===== src/rtl/button_conditioner.sv =====
// rtl/button_conditioner.sv - debounced button with press pulse and optional long-press clear (LONG_PRESS_CLEAR_EN)
module button_conditioner #(
  parameter int DEBOUNCE_CYCLES = 4,
  parameter int HOLD_CYCLES     = 16
) (
  input  logic clk,
  input  logic nrst,
  input  logic button_in,
  output logic enable_pulse,
  output logic clear_pulse,
  output logic button_state
);

  // A single-cycle debounce window still needs a one-bit counter.
  localparam int DW = (DEBOUNCE_CYCLES > 1) ? $clog2(DEBOUNCE_CYCLES) : 1;
  localparam logic [DW-1:0] DB_LAST = DW'(DEBOUNCE_CYCLES - 1);

  typedef enum logic [1:0] {
    IDLE,
    PRESS_CHK,
    HELD,
    RELEASE_CHK
  } state_t;

  logic          sync1_q, sync2_q;
  state_t        state_q, state_d;
  logic [DW-1:0] db_cnt_q, db_cnt_d;
  logic          enable_q, enable_d;
  logic          hold_start;

  // Two-flop synchronizer for the raw asynchronous button level.
  always_ff @(posedge clk) begin
    if (!nrst) begin
      sync1_q <= 1'b0;
      sync2_q <= 1'b0;
    end else begin
      sync1_q <= button_in;
      sync2_q <= sync1_q;
    end
  end

  // Debounce FSM state, debounce counter and registered press pulse.
  always_ff @(posedge clk) begin
    if (!nrst) begin
      state_q  <= IDLE;
      db_cnt_q <= '0;
      enable_q <= 1'b0;
    end else begin
      state_q  <= state_d;
      db_cnt_q <= db_cnt_d;
      enable_q <= enable_d;
    end
  end

  // Next-state logic: a level change is accepted only after DEBOUNCE_CYCLES stable samples.
  always_comb begin
    state_d    = state_q;
    db_cnt_d   = db_cnt_q;
    enable_d   = 1'b0;
    hold_start = 1'b0;
    case (state_q)
      IDLE: begin
        if (sync2_q) begin
          state_d  = PRESS_CHK;
          db_cnt_d = '0;
        end
      end
      PRESS_CHK: begin
        if (!sync2_q) begin
          state_d  = IDLE;
          db_cnt_d = '0;
        end else if (db_cnt_q == DB_LAST) begin
          state_d    = HELD;
          enable_d   = 1'b1;
          hold_start = 1'b1;
        end else begin
          db_cnt_d = db_cnt_q + DW'(1);
        end
      end
      HELD: begin
        if (!sync2_q) begin
          state_d  = RELEASE_CHK;
          db_cnt_d = '0;
        end
      end
      RELEASE_CHK: begin
        if (sync2_q) begin
          state_d = HELD;
        end else if (db_cnt_q == DB_LAST) begin
          state_d = IDLE;
        end else begin
          db_cnt_d = db_cnt_q + DW'(1);
        end
      end
      default: begin
        state_d  = IDLE;
        db_cnt_d = '0;
      end
    endcase
  end

`ifdef LONG_PRESS_CLEAR_EN
  localparam int HW = $clog2(HOLD_CYCLES + 1);
  localparam logic [HW-1:0] HOLD_MAX = HW'(HOLD_CYCLES);
  localparam logic [HW-1:0] HOLD_PRE = HW'(HOLD_CYCLES - 1);

  logic [HW-1:0] hold_cnt_q, hold_cnt_d;
  logic          clear_q, clear_d;

  // Hold counter and long-press pulse registers.
  always_ff @(posedge clk) begin
    if (!nrst) begin
      hold_cnt_q <= '0;
      clear_q    <= 1'b0;
    end else begin
      hold_cnt_q <= hold_cnt_d;
      clear_q    <= clear_d;
    end
  end

  // Count held cycles, freeze during release checking, saturate so the clear fires once per press.
  always_comb begin
    hold_cnt_d = hold_cnt_q;
    clear_d    = 1'b0;
    if (hold_start) begin
      hold_cnt_d = '0;
    end else if ((state_q == HELD) && (hold_cnt_q != HOLD_MAX)) begin
      hold_cnt_d = hold_cnt_q + HW'(1);
      clear_d    = (hold_cnt_q == HOLD_PRE);
    end
  end

  assign clear_pulse = clear_q;
`else
  assign clear_pulse = 1'b0;
`endif

  assign enable_pulse = enable_q;
  assign button_state = (state_q == HELD) || (state_q == RELEASE_CHK);

endmodule


===== config.mk =====
export PLATFORM = sky130hd
export DESIGN_NAME = button_conditioner
export DESIGN_NICKNAME = d
export VERILOG_FILES = /design/src/rtl/button_conditioner.sv
export SDC_FILE = /design/constraint.sdc
export NUM_CORES = 1
export LEC_CHECK = 0
export CAP_MARGIN = 20
export CORE_AREA = 2 2 39 41
export DETAILED_ROUTE_END_ITERATION = 12
export DIE_AREA = 0 0 41 43
export GPL_ROUTABILITY_DRIVEN = 0
export MAX_ROUTING_LAYER = met4
export SKIP_CTS_REPAIR_TIMING = 1
export SYNTH_ARGS = -nofsm -noshare
export SYNTH_HDL_FRONTEND = slang
export SYNTH_SLANG_ARGS = --single-unit

===== constraint.sdc =====
create_clock -name clk -period 1.15 [get_ports clk]
set_input_delay 0.345 -clock clk [delete_from_list [all_inputs] [get_ports clk]]
set_output_delay 0.345 -clock clk [all_outputs]
set_load 0.005 [all_outputs]

==> results by group <==
Layout
  – Antenna diodes: 0
  – Multi-input logic area: 136.4 um2
  – Reg area: 140.1 um2
  – Area grow syn2layout: 23.67%
  – Layout cells sized above 1: 16.22%
  – Number of fill cells: 148
  – Final net count: 41

STA
  – Worst Skew: 3.348 ps
  – Pins Over Slew Limit: 0
  – Hold Vio Cnt, Final: 0
  – Post-Route Setup TNS: 0 ps
  – Hold WS: 431.4 ps
  – RSZ-0062 raised after global routing: no
  – Fin crit period: 1038 ps
  – Final setup vio count: 0
  – Highest Clock Rate: 963.4 MHz
  – Final worst-path cycle share: 90.26%

Run
  – Max Cap Viol: 0

Clocking
  – Latest clock arrival within the worst-skew pair: 250 ps
  – H-Tree Level Count: 1
  – Sink Count: 7
  – Clock root cell: clkbuf_4
  – Clock tree buffer depth: 2
  – CTS tree: yes
  – Clk slew on worst S/H paths: 50 ps
  – CTS buffer count: 3

GRT
  – Largest net degree at the start of global routing: 9
  – Vias in the first global route: 218
  – First-pass GRT wire length: 966 um
  – Gr usage total: 8.866%
  – Antenna violations before repair: 0
  – Total gr overflow: 0

Yosys
  – Count of different cell masters after synthesis: 19
  – Post-synth top area share: 45.71%
  – Yosys synthesis warning count: 0
  – Syn Nets: 35
  – Seq/Total Area, Yosys: 45.71%
  – Top cell type by total area after synthesis: dfxtp_1
  – Synth top area cells: dfxtp_1, buf_4, mux2i_1, xor2_2, and2_1
  – Mapped cell area: 306.5 um2
  – Avg Cell Area, Syn: 9.580 um2
  – #FFs+latches synth: 7
  – Cells after synthesis: 32

Floorplanning
  – Row count: 14
  – Die area: 1763 um2
  – Core area: 1384 um2
  – Initial core utilization: 22.15%
  – Die width: 41 um
  – I/O pins: 6
  – Die height: 43 um

Routing
  – Vias: 222
  – Routed Antenna Nets: 0
  – Via-per-instance ratio: 4.189
  – Drc violations: 0
  – Per-cell routed wire length: 9.491 um
  – Iter 0 DRT Violations: 11
  – DR pass1 iterations: 4
  – Final wirelength: 503 um

Critical path
  – CP max-delay cell: dfxtp_1
  – Worst Setup Start Kind: register
  – Critical path's largest stage delay: 300 ps
  – Critical path class: register to primary output
  – Critical path peak fanout: 2
  – Critical Path RT: 810 ps
  – Worst endpoint data arrival time: 690 ps
  – CP Capture Type: primary output
  – Buf+Inv Stages, Crit Path: 1
  – Top Family by Delay on Critical Path: flip-flops
  – CP Cell Sequence: dlymetal6s2s_1

Power and ir drop
  – Peak VDD IR: 0.4164 mV
  – Net Sw Power: 107.7 uW
  – Pwr Total: 500.3 uW
  – Comb pwr share: 4.1%
  – Sw Share: 21.53%
  – Flop pwr share: 50.6%
  – Clock Power Share: 45.3%
  – Leakage: 0.0001850 uW
  – Pwr dens: 1320 nW/um2
  – Int Pwr: 392.6 uW

Min path
  – Hold Path Class: register to register

Placed design
  – Hpwl dp: 339.1 um
  – PortBufs: 4

Status
  – Run status: finished, final reports clean
==> placed cells by master, fill, tap and decap left out, drive strengths merged, types with 2 or more instances in the layout <==
cell	netlist	final
clkdlybuf4s50	0	2
clkbuf	1	4
dlymetal6s2s	0	2
nor3	2	2
and2	2	2
mux2i	2	2
nand2	2	2
dfxtp	7	7
a21oi	2	2
==> cells by family (layout without fill, tap and decap cells) <==
logic type | Yosys count | after routing | synth area share (%)
XOR/XNOR | 2 | 2 | 8.165
buffers and inverters | 5 | 10 | 9.793
multiplexers | 2 | 2 | 6.531
other | 1 | 1 | 1.223
AND/OR/NAND/NOR | 9 | 9 | 15.51
flip-flops | 7 | 7 | 45.71
AO/OA/AOI/OAI | 6 | 6 | 13.06
==> per-stage QoR <==
| step | std cells | util (%) | instance area [um2] | setup WS [ps] |
|---|---|---|---|---|
| 6_report | 53 | 27.40 | 379.1 | 112.0 |
| 2_1_floorplan | 32 | - | 306.5 | 275.6 |
| 4_1_cts | 53 | 27.03 | 374.1 | -279.1 |
| 3_3_place_gp | 49 | 25.14 | 347.8 | -104.9 |
| 5_1_grt | 53 | 27.40 | 379.1 | 43.60 |
| 3_5_place_dp | 49 | 25.14 | 347.8 | -101.0 |
==> layer usage <==
| metal | vias up | global-route usage [%] | share of wire, % |
|---|---|---|---|
| li1 | 114 | - | - |
| met1 | 100 | 12.30 | 47 |
| met2 | 6 | 9.375 | 46 |
| met3 | 2 | 1.571 | 4.4 |
| met4 | 0 | 10.00 | 2.8 |
| met5 | - | - | 0 |
==> cell type report <==
type / instances / share of cell area, %
inverters: 1 / 0.9901
clock buffers: 4 / 6.931
multi-input cells: 20 / 35.97
repair buffers: 5 / 13.86
flip-flops and latches: 7 / 36.96
well taps: 16 / 5.281
==> final timing paths <==
| path | start | endpoint | slack [ps] | cells past startpoint |
|---|---|---|---|---|
| setup / recovery | register | button_state | 110 | 1 |
| setup reg to reg | sync2_q | db_cnt_q[1] | 190 | 3 |
| hold reg to reg | sync1_q | sync2_q | 430 | 1 |
| hold / removal | sync1_q | sync2_q | 430 | 1 |
==> power by group through the flow <==
stage / combinational [uW] / clock, uW / sequential (uW)
finish: 20.7 / 226 / 253
global placement: 20.3 / 0 / 258
global route: 23.8 / 247 / 254
CTS: 21.1 / 232 / 253
detailed placement: 20.7 / 0 / 259
floorplan: 17.5 / 0 / 254
==> synthesized netlist by cell type (all sizes together) <==
library cell and count:
o211ai 1, xor2 1, inv 1, o2111ai 1, a21o 1, and2 2
clkbuf 1, nand2 2, dfxtp 7, and3 1, nand3 1, nor3 2
nor2b 1, buf 3, mux2i 2, conb 1, a21oi 2, xnor2 1
o21ai 1
No activity file was read; power rests on OpenSTA's default activity.
